<file path="src/rtl/hex_display_scanner.sv">
// Time-multiplexed driver for NUM_DIGITS common-anode hex digits with double-buffered, tear-free updates.
// Optional LEADING_ZERO_BLANK_EN: auto-blank leading zero digits (digit 0 and dp-marked digits exempt).
module hex_display_scanner #(
    parameter int unsigned NUM_DIGITS  = 4,
    parameter int unsigned REFRESH_DIV = 50000,
    parameter int unsigned CNT_W       = 16
) (
    input  logic                    clk,
    input  logic                    resetn,
    input  logic                    load,
    input  logic [4*NUM_DIGITS-1:0] data_in,
    input  logic [NUM_DIGITS-1:0]   dp_in,
    input  logic [NUM_DIGITS-1:0]   blank_in,
    output logic [NUM_DIGITS-1:0]   an,
    output logic [6:0]              seg,
    output logic                    dp,
    output logic                    frame_start,
    output logic                    pending
);

    localparam int unsigned DATA_W = 4 * NUM_DIGITS;
    localparam int unsigned IDX_W  = (NUM_DIGITS > 1) ? $clog2(NUM_DIGITS) : 1;
    localparam logic [CNT_W-1:0] CNT_LAST = CNT_W'(REFRESH_DIV - 1);
    localparam logic [IDX_W-1:0] IDX_LAST = IDX_W'(NUM_DIGITS - 1);

    logic [CNT_W-1:0]      cnt;
    logic [IDX_W-1:0]      idx;
    logic                  tick;
    logic                  wrap;

    logic [DATA_W-1:0]     shadow_data;
    logic [NUM_DIGITS-1:0] shadow_dp;
    logic [NUM_DIGITS-1:0] shadow_blank;
    logic [DATA_W-1:0]     active_data;
    logic [NUM_DIGITS-1:0] active_dp;
    logic [NUM_DIGITS-1:0] active_blank;

    logic [NUM_DIGITS-1:0] blank_eff;
    logic [NUM_DIGITS-1:0] an_next;
    logic [3:0]            cur_nib;
    logic                  cur_dp;
    logic                  cur_blank;

    function automatic logic [6:0] hex_to_seg(input logic [3:0] h);
        logic [6:0] s;
        case (h)
            4'h0: s = 7'h01;
            4'h1: s = 7'h4F;
            4'h2: s = 7'h12;
            4'h3: s = 7'h06;
            4'h4: s = 7'h4C;
            4'h5: s = 7'h24;
            4'h6: s = 7'h20;
            4'h7: s = 7'h0F;
            4'h8: s = 7'h00;
            4'h9: s = 7'h04;
            4'hA: s = 7'h08;
            4'hB: s = 7'h60;
            4'hC: s = 7'h72;
            4'hD: s = 7'h42;
            4'hE: s = 7'h30;
            default: s = 7'h38;
        endcase
        return s;
    endfunction

    assign tick = (cnt == CNT_LAST);
    assign wrap = tick && (idx == IDX_LAST);

    // Refresh divider and digit scan index
    always_ff @(posedge clk or negedge resetn) begin
        if (!resetn) begin
            cnt         <= '0;
            idx         <= '0;
            frame_start <= 1'b0;
        end else begin
            cnt         <= tick ? '0 : cnt + CNT_W'(1);
            frame_start <= wrap;
            if (tick) begin
                idx <= (idx == IDX_LAST) ? '0 : idx + IDX_W'(1);
            end
        end
    end

    // Double buffer: shadow captures loads, active only changes at a frame wrap
    always_ff @(posedge clk or negedge resetn) begin
        if (!resetn) begin
            shadow_data  <= '0;
            shadow_dp    <= '0;
            shadow_blank <= '0;
            active_data  <= '0;
            active_dp    <= '0;
            active_blank <= '0;
            pending      <= 1'b0;
        end else begin
            if (load) begin
                shadow_data  <= data_in;
                shadow_dp    <= dp_in;
                shadow_blank <= blank_in;
            end
            if (wrap && pending) begin
                active_data  <= shadow_data;
                active_dp    <= shadow_dp;
                active_blank <= shadow_blank;
            end
            // A load on the wrap edge keeps pending set so its data shows one frame later
            if (load) begin
                pending <= 1'b1;
            end else if (wrap) begin
                pending <= 1'b0;
            end
        end
    end

`ifdef LEADING_ZERO_BLANK_EN
    logic zero_run;

    // Leading-zero run from the top digit; a dp digit ends the run
    always_comb begin
        zero_run  = 1'b1;
        blank_eff = active_blank;
        for (int k = NUM_DIGITS - 1; k >= 0; k--) begin
            zero_run = zero_run && (active_data[4*k +: 4] == 4'h0) && !active_dp[k];
            if ((k != 0) && zero_run) begin
                blank_eff[k] = 1'b1;
            end
        end
    end
`else
    always_comb begin
        blank_eff = active_blank;
    end
`endif

    // Select the digit addressed by idx
    always_comb begin
        cur_nib   = 4'h0;
        cur_dp    = 1'b0;
        cur_blank = 1'b0;
        an_next   = '1;
        for (int k = 0; k < NUM_DIGITS; k++) begin
            if (idx == IDX_W'(k)) begin
                cur_nib    = active_data[4*k +: 4];
                cur_dp     = active_dp[k];
                cur_blank  = blank_eff[k];
                an_next[k] = 1'b0;
            end
        end
    end

    // Registered pin drivers; a blanked slot keeps its anode on for even duty
    always_ff @(posedge clk or negedge resetn) begin
        if (!resetn) begin
            an  <= '1;
            seg <= 7'h7F;
            dp  <= 1'b1;
        end else begin
            an  <= an_next;
            seg <= cur_blank ? 7'h7F : hex_to_seg(cur_nib);
            dp  <= cur_blank | ~cur_dp;
        end
    end

endmodule

</file>
<file path="config.mk">
export PLATFORM = sky130hd
export DESIGN_NAME = hex_display_scanner
export DESIGN_NICKNAME = d
export VERILOG_FILES = /design/src/rtl/hex_display_scanner.sv
export SDC_FILE = /design/constraint.sdc
export NUM_CORES = 1
export LEC_CHECK = 0
export CAP_MARGIN = 20
export CORE_UTILIZATION = 60
export DETAILED_ROUTE_END_ITERATION = 12
export GPL_ROUTABILITY_DRIVEN = 0
export PLACE_DENSITY = 0.81
export SKIP_CTS_REPAIR_TIMING = 1
export SLEW_MARGIN = 20
export SYNTH_ARGS = -nofsm -noshare
export SYNTH_HDL_FRONTEND = slang
export SYNTH_SLANG_ARGS = --single-unit
</file>
<file path="constraint.sdc">
create_clock -name clk -period 6.1 [get_ports clk]
set_clock_uncertainty 0.1 [all_clocks]
set_input_delay 1.22 -clock clk [delete_from_list [all_inputs] [get_ports clk]]
set_output_delay 1.22 -clock clk [all_outputs]
set_load 0.1 [all_outputs]
</file>
==> reports/results.ini, run 1 <==
[run_status]
status=finished, final reports clean

[floorplan]
num_io_pins=41
coreArea_um2=5886
die_y_um=79.93
rows=28
initial_core_util=0.6190
die_x_um=79.93
die-area_um2=6388

[sta]
hold_viol=0
worst_pin_slew_ps=974.9
rsz0062_at_grt=false
max_freq_mhz=300.9
tns_ps=0
period_share=0.5448
slew_headroom=0.3480
drv_slew=0
worst_hold_slack_ps=389.3
fin_crit_ps=3323
setup-violations-final=0

[setup_path]
arrival_ps=2000
crit_type=reg -> out
cp-start-kind=flip-flop
path_buf_inv=1
cp_max_fo=1
crit_chain=clkdlybuf4s50_1
required_ps=4780
slowest_delay_ps=1130
critPathCaptureType=output pin
cpMaxStageDelayCell=clkdlybuf4s50_1
crit_family=buffers and inverters

[yosys]
synth.avg_cell_area_um2=13.11
netlist_area_um2=3643
synth-seq-area-share=0.5536
synth.area.top_cells=dfrtp_1 (47%), dfstp_2 (8.7%), mux2_2 (8.7%), mux2_4 (8.7%), ha_1 (3.8%)
postSynthCellCount=278
synth_most_common_cell=dfrtp_1
ys_ff_latch=80
synth_edf_count=0
synth_top_cell_area_share=0.4670
synth_ff_type=dfrtp_1
ys_warn_count=0
syn_nets=316
synth_common_cells=dfrtp_1 (68), mux2_2 (28), mux2_4 (21), nand2_1 (21), nor2_1 (14)
yosysUniqueCellTypes=50
async_flop_share=1.000
yosysTopAreaCell=dfrtp_1

[route]
wl_met3_um=248
wire_per_inst_um=15.85
post-route-drc-count=0
vias=2204
highest_layer=met4
m1WireLength_mm=2.916
drt_wl_total_mm=6.307
drt_pre_antenna_iters=4
drtIter0Drc=95
avgViaCountPerCell=5.538
ant_nets=0
route.met2.wl_mm=3.104

[power]
leakage_nw=1.838
ir_drop_mv=0.1324
total_power_w=0.0009224
p_per_area_nw_per_um2=220.6

[finish]
fin_nets=356
post-route-util=0.7105
final_layout_size_suffix_gt1_frac=0.2446
instances_no_fill=398
area_growth_syn_to_layout_pct=14.77
diodes=0

[global_routing]
grt_max_degree=81
overflow=0
grt_pass1_vias=2314
grt_antenna_before_repair=0
grt_usage=0.2275
grt_pass1_wl_mm=10.88

[hold_path]
hp-class=reg -> reg

[place]
place_inst=382
portBuffers=40
hpwl_mm=4.342

[cts]
cts_tree=yes
clkLatencyLatePin_ps=340
clockBufferDepth=2
clock_sinks=80
clkSlewWorstSetupHoldPaths_ps=70
cts_inserted_buffers=9
htree_levels=3
cts-root-buf=clkbuf_8

[run]
timing.max_cap.violations=0

registers in the layout, summed over array words and instances (netlist names), 2 cells and up:
name and flops:
active_dp 4, shadow_data 16, seg 7, active_data 16, idx 2, active_blank 4, cnt 16, shadow_dp 4
an 4, shadow_blank 4
metrics by stage:
stage	area, µm²	setup WS [ps]
finish	4182	2777
CTS	4182	2754
detailed placement	4029	3139
global placement	4029	3171
floorplan	3643	3705
global route	4182	2742
path summary, 6_finish.rpt:
path | start | to | slack [ps] | cells past startpoint
max | an[1]$_DFF_PN1_ | an[1] | 2780 | 1
min | cnt[0]$_DFF_PN0_ | cnt[0]$_DFF_PN0_ | 390 | 1
max reg2reg | idx[0]$_DFFE_PN0N_ | seg[1]$_DFF_PN1_ | 3330 | 9
min reg2reg | cnt[0]$_DFF_PN0_ | cnt[0]$_DFF_PN0_ | 390 | 1
max in group asynchronous | resetn | shadow_data[6]$_DFFE_PN0P_ | 4360 | 1
min in group asynchronous | resetn | shadow_data[11]$_DFFE_PN0P_ | 930 | 1
area by class of cell:
class,instances,area (µm²)
clock buffers,14,142.6
fillers,426,1704
inverters,12,45.04
flip-flops and latches,80,2017
clock inverters,2,10.01
well taps,75,93.84
repair buffers,41,405.4
multi-input cells,174,1468
placed cells by master (no fill, tap or decap), drive strengths merged, types with 3 or more instances in the layout:
master,Yosys,layout
dfrtp,68,68
mux2,49,49
clkdlybuf4s50,0,39
nand2,21,21
nor2,15,15
clkbuf,2,14
inv,12,12
dfstp,12,12
ha,11,11
nand3,8,8
xnor2,8,8
o21ai,8,8
nor3,6,6
xor2,6,6
a31oi,4,4
a21oi,4,4
and4,3,3
power breakdown:
part | switching, W | total (W) | internal [W] | leakage, nW
logic | 0.0000189 | 0.0000479 | 0.0000291 | 0.759
clock network | 0.000172 | 0.000319 | 0.000147 | 0.0784
registers | 0.00000879 | 0.000555 | 0.000547 | 1.00
total | 0.000199 | 0.000922 | 0.000723 | 1.84
logic make-up (layout without fill, tap and decap cells):
group	after synthesis	after routing	synth area share
adders and majority gates	11	11	0.03777
muxes	51	51	0.1786
buffers and inverters	24	69	0.04361
and+or+nand+nor	63	63	0.08551
AOI/OAI and AO/OA	35	35	0.06731
DFF	80	80	0.5536
xor gates and xnor gates	14	14	0.03365
per-layer routing:
layer  GRT usage  vias to the layer above
li1            -                     1039
met1      0.3047                     1117
met2      0.3598                       43
met3     0.04571                        5
met4     0.09821                        0
met5           0                        -
(Power assumes the default switching activity.)
==> run 2, diff against run 1 <==
--- a/config.mk
+++ b/config.mk
@@ -6,10 +6,10 @@
 export NUM_CORES = 1
 export LEC_CHECK = 0
 export CAP_MARGIN = 20
-export CORE_UTILIZATION = 60
+export CORE_UTILIZATION = 56
 export DETAILED_ROUTE_END_ITERATION = 12
 export GPL_ROUTABILITY_DRIVEN = 0
-export PLACE_DENSITY = 0.81
+export PLACE_DENSITY = 0.77
 export SKIP_CTS_REPAIR_TIMING = 1
 export SLEW_MARGIN = 20
 export SYNTH_ARGS = -nofsm -noshare
==> constraint.sdc (replaced) <==
create_clock -name clk -period 3.2 [get_ports clk]
set_clock_uncertainty 0.1 [all_clocks]
set_input_delay 0.64 -clock clk [delete_from_list [all_inputs] [get_ports clk]]
set_output_delay 0.64 -clock clk [all_outputs]
set_load 0.1 [all_outputs]
==> reports/results.ini, run 2 (synthesis results as in run 1) <==
[run_status]
status=finished, final reports clean

[finish]
fillers=483  ; +13%
top_regs=active_data x16, cnt x16, shadow_data x16
diodes=0  ; unchanged
instances_no_fill=401  ; +0.75%
final_common_cell=dfrtp_1
post-route-util=0.6655  ; -0.04498
layout_common_cells=dfrtp_1 (68), mux2_2 (28), clkdlybuf4s50_1 (25)
final_layout_size_suffix_gt1_frac=0.3025  ; +0.05789
area_growth_syn_to_layout_pct=15.32
fin_nets=357  ; +0.28%

[place]
hpwl_mm=4.451  ; +2.5%
portBuffers=40  ; unchanged
place_inst=385  ; +0.79%

[sta]
setup-violations-final=0  ; unchanged
period_share=0.8419
fin_crit_ps=2694
worst_pin_slew_ps=950.5  ; -24.38 ps
tns_ps=0  ; unchanged
rsz0062_at_grt=false
slew_headroom=0.3663  ; +0.01829
drv_slew=0  ; unchanged
max_freq_mhz=371.2
hold_viol=0  ; unchanged

[route]
ant_nets=0  ; unchanged
avgViaCountPerCell=5.574  ; +0.65%
wire_per_inst_um=16.06  ; +1.4%
vias=2235  ; +1.4%
drt_pre_antenna_iters=4  ; unchanged
drt_wl_total_mm=6.441  ; +2.1%
drtIter0Drc=87  ; -8.4%
post-route-drc-count=0  ; unchanged

[power]
leakage_nw=1.879  ; +2.2%
ir_drop_mv=0.2843  ; +110%
p_per_area_nw_per_um2=448.1  ; +100%

[cts]
clkLatencyLatePin_ps=350  ; about the same
clkSlewWorstSetupHoldPaths_ps=80  ; about the same
clockBufferDepth=2  ; unchanged
cts_inserted_buffers=9  ; unchanged
cts-root-buf=clkbuf_8
htree_levels=3  ; unchanged
cts_tree=yes
clock_sinks=80  ; unchanged

[setup_path]
crit_type=reg -> reg
required_ps=3370  ; -1410 ps
arrival_ps=2870  ; +870 ps
critPathCaptureType=flip-flop
cp_max_fo=10  ; +9
r2r_slack_ps=510  ; -2820 ps
cp-start-kind=flip-flop

[global_routing]
grt_usage=0.2108  ; -0.01666
grt_pass1_wl_mm=10.27  ; -5.6%
grt_antenna_before_repair=0  ; unchanged
grt_max_degree=81  ; unchanged
overflow=0  ; unchanged
grt_pass1_vias=2132  ; -7.9%

[floorplan]
die-area_um2=6833  ; +7.0%
rows=29  ; +3.6%
coreArea_um2=6314  ; +7.3%
num_io_pins=41  ; unchanged
initial_core_util=0.5771  ; -0.04196
die_y_um=82.66  ; +3.4%
die_x_um=82.66  ; +3.4%

[run]
timing.max_cap.violations=0  ; unchanged

[hold_path]
hp-class=in -> async

run 2: changes by cell type in the layout (fill, tap and decap cells not counted):
cell | before | now
buf_4 | 2 | 17
bufinv_16 | 0 | 1
clkbuf_1 | 5 | 1
clkbuf_8 | 9 | 10
clkdlybuf4s50_1 | 39 | 25
clkinv_4 | 0 | 1
clkinvlp_4 | 0 | 1
run 2: power breakdown:
part           internal [W]  switching (W)   total, W
sequential          0.00104      0.0000171    0.00106
clock              0.000380       0.000353   0.000734
combinational     0.0000554      0.0000349  0.0000902
run 2: cell type report:
class	instances	area, µm²	area share
Timing Repair Buffer	42	377.9	0.08993
Clock inverter	5	56.30	0.01340
Sequential cell	80	2017	0.4800
Inverter	12	45.04	0.01072
Clock buffer	11	141.4	0.03365
Multi-Input combinational cell	174	1468	0.3493
Tap cell	77	96.34	0.02293
run 2: path summary, 6_finish.rpt:
check | startpoint | endpoint | depth (start not counted)
max in group asynchronous | resetn | cnt[0]$_DFF_PN0_ | 1
max | idx[1]$_DFFE_PN0N_ | seg[3]$_DFF_PN1_ | 9
min | resetn | shadow_data[12]$_DFFE_PN0P_ | 1
min reg2reg | cnt[2]$_DFF_PN0_ | cnt[2]$_DFF_PN0_ | 1
min in group clk | cnt[2]$_DFF_PN0_ | cnt[2]$_DFF_PN0_ | 1
max reg2reg | idx[1]$_DFFE_PN0N_ | seg[3]$_DFF_PN1_ | 9
run 2: metal layers:
metal | share of wire | track usage
met4 | 0.023 | 0.09828
met2 | 0.47 | 0.3221
met3 | 0.049 | 0.05495
met5 | 0 | 0
met1 | 0.45 | 0.2808
run 2: critical path: stages (launching register included):
cell and delay [ps]:
dfrtp_1 380, ha_1 360, nand2b_1 220, o22ai_1 100, a31oi_1 450, ha_1 240, inv_1 50, a311oi_1 390
nor2_1 100, a32oi_1 220
run 2: through the flow:
step	hold WS, ps	worst slack, ps	power, W	instance area, µm²
after CTS	368.0	587.8	0.001896	4202
after global placement	378.3	743.8	0.001167	4004
after detailed placement	395.3	603.6	0.001170	4004
after floorplan	244.4	919.9	0.001109	3643
after global routing	419.9	315.4	0.001950	4202
final	326.5	506.0	0.001883	4202
==> run 3, diff against run 2 <==
==> constraint.sdc (replaced) <==
create_clock -name clk -period 2.7 [get_ports clk]
set_clock_uncertainty 0.1 [all_clocks]
set_input_delay 0.54 -clock clk [delete_from_list [all_inputs] [get_ports clk]]
set_output_delay 0.54 -clock clk [all_outputs]
set_load 0.1 [all_outputs]
==> reports/results.ini, run 3 (synthesis results as in run 1) <==
[finish]
final_layout_size_suffix_gt1_frac=0.3089  ; +0.006399
fin_nets=360  ; +0.84%
seq_area_um2=2017  ; unchanged
layout_common_cells=dfrtp_1 (68), mux2_2 (28), clkdlybuf4s50_1 (25)
multiInputGateArea_um2=1468  ; unchanged
fillers=487  ; +0.83%
top_regs=active_data x16, cnt x16, shadow_data x16
area_growth_syn_to_layout_pct=15.90
final_common_cell=dfrtp_1
diodes=0  ; unchanged
fin_area_um2=4223  ; +0.51%

[sta]
rsz0062_at_grt=false
drv_slew=0  ; unchanged
worst_pin_slew_ps=573.2  ; -377.3 ps
setup-violations-final=0  ; unchanged
hold_viol=0  ; unchanged
period_share=0.9070  ; +0.06513
fin_crit_ps=2449  ; -245.1 ps
max_freq_mhz=408.3  ; +10%
slew_headroom=0.6179  ; +0.2515
tns_ps=0  ; unchanged

[place]
place_area_um2=4039  ; +0.87%
portBuffers=40  ; unchanged
hpwl_mm=4.452  ; about the same

[global_routing]
grt_pass1_vias=2302  ; +8.0%
overflow=0  ; unchanged
grt_antenna_before_repair=0  ; unchanged
grt_usage=0.2198  ; +0.008975
grt_pass1_wl_mm=10.76  ; +4.8%
grt_max_degree=44  ; -46%

[floorplan]
die-area_um2=6833  ; unchanged
die_y_um=82.66  ; unchanged
coreArea_um2=6314  ; unchanged
rows=29  ; unchanged
initial_core_util=0.5771  ; unchanged
num_io_pins=41  ; unchanged
die_x_um=82.66  ; unchanged

[route]
wire_per_inst_um=15.75  ; -2.0%
avgViaCountPerCell=5.537  ; -0.65%
drt_pre_antenna_iters=4  ; unchanged
ant_nets=0  ; unchanged
drt_wl_total_mm=6.361  ; -1.2%
vias=2237  ; +0.089%
post-route-drc-count=0  ; unchanged
drtIter0Drc=58  ; -33%

[power]
p_int_w=0.001687  ; +14%
ir_drop_mv=0.4477  ; +57%
leakage_nw=1.889  ; +0.51%
switching_share=0.2209  ; +0.005487
power_frac_clock=0.369  ; -0.021
p_per_area_nw_per_um2=512.8  ; +14%
switchingPower_w=0.0004783  ; +18%
combPwrFrac=0.052  ; +0.004
p_seq_frac=0.579  ; +0.017

[setup_path]
crit_type=reg -> reg
cp_max_fo=7  ; -3
arrival_ps=2640  ; -230 ps
cpMaxStageDelayCell=dfrtp_1
path_buf_inv=2  ; +1
critPathCaptureType=flip-flop
cp-start-kind=flip-flop
required_ps=2890  ; -480 ps
slowest_delay_ps=410  ; -40 ps
crit_family=compound AO/OA/AOI/OAI gates
crit_chain=inv_1 > ha_1 > nand2_1 > o211ai_1 > o211a_1 > ha_1 > inv_1 > a311oi_1 > o21bai_1 > a211o_1

[run_status]
status=finished, final reports clean

[cts]
clkLatencyLatePin_ps=350  ; about the same
clock_sinks=80  ; unchanged
htree_levels=3  ; unchanged
cts_inserted_buffers=9  ; unchanged
cts_tree=yes
cts-root-buf=clkbuf_8
clkSlewWorstSetupHoldPaths_ps=80  ; about the same
clockBufferDepth=2  ; unchanged

[hold_path]
hp-class=in -> async

[run]
timing.max_cap.violations=0  ; unchanged

run 3: changes by cell type in the layout (fill, tap and decap cells not counted):
cell / delta
buf_12: +1
clkinvlp_4: +1
bufinv_16: -1
clkbuf_8: +1
clkinv_2: -1
buf_4: +2
run 3: cell type report:
| cell class | count | share of cell area |
|---|---|---|
| clock buffers | 12 | 0.03674 |
| flip-flops and latches | 80 | 0.4776 |
| multi-input cells | 174 | 0.3476 |
| clock inverters | 4 | 0.006815 |
| well taps | 77 | 0.02281 |
| repair buffers | 45 | 0.09778 |
| inverters | 12 | 0.01067 |
run 3: path summary, 6_finish.rpt:
path                                               end  slack [ps]                     start  cells past startpoint
setup reg to reg                      seg[1]$_DFF_PN1_         250        idx[0]$_DFFE_PN0N_                     10
hold reg to reg               active_dp[1]$_DFFE_PN0P_         400  shadow_dp[1]$_DFFE_PN0P_                      1
min in group clk              active_dp[1]$_DFFE_PN0P_         400  shadow_dp[1]$_DFFE_PN0P_                      1
setup / recovery                      seg[1]$_DFF_PN1_         250        idx[0]$_DFFE_PN0N_                     10
hold / removal             shadow_data[11]$_DFFE_PN0P_          40                    resetn                      1
max in group asynchronous              an[1]$_DFF_PN1_        1800                    resetn                      2
run 3: metal layers:
metal | vias to the layer above | wire (µm) | GRT usage
met5 | - | 0 | 0
met2 | 59 | 3187 | 0.3623
met1 | 1108 | 2743 | 0.2665
met4 | 0 | 116 | 0.08103
li1 | 1058 | - | -
met3 | 12 | 313 | 0.07473
run 3: stage by stage:
stage,hold slack (ps),util,cells,total power [W],setup slack (ps)
final,39.31,0.6688,404,0.002165,251.1
after global routing,66.18,0.6688,404,0.002265,19.78
after CTS,60.11,0.6688,404,0.002194,285.3
after detailed placement,395.4,0.6397,388,0.001392,311.1
after global placement,378.6,0.6397,388,0.001387,406.1
after floorplan,144.4,-,278,0.001314,419.9
run 3: power groups by stage:
stage                      logic, W  registers, W  clock network, W
final                      0.000112       0.00125          0.000800
after global routing       0.000125       0.00126          0.000881
after CTS                  0.000115       0.00125          0.000824
after detailed placement   0.000115       0.00128                 0
after global placement     0.000112       0.00127                 0
after floorplan           0.0000446       0.00127                 0
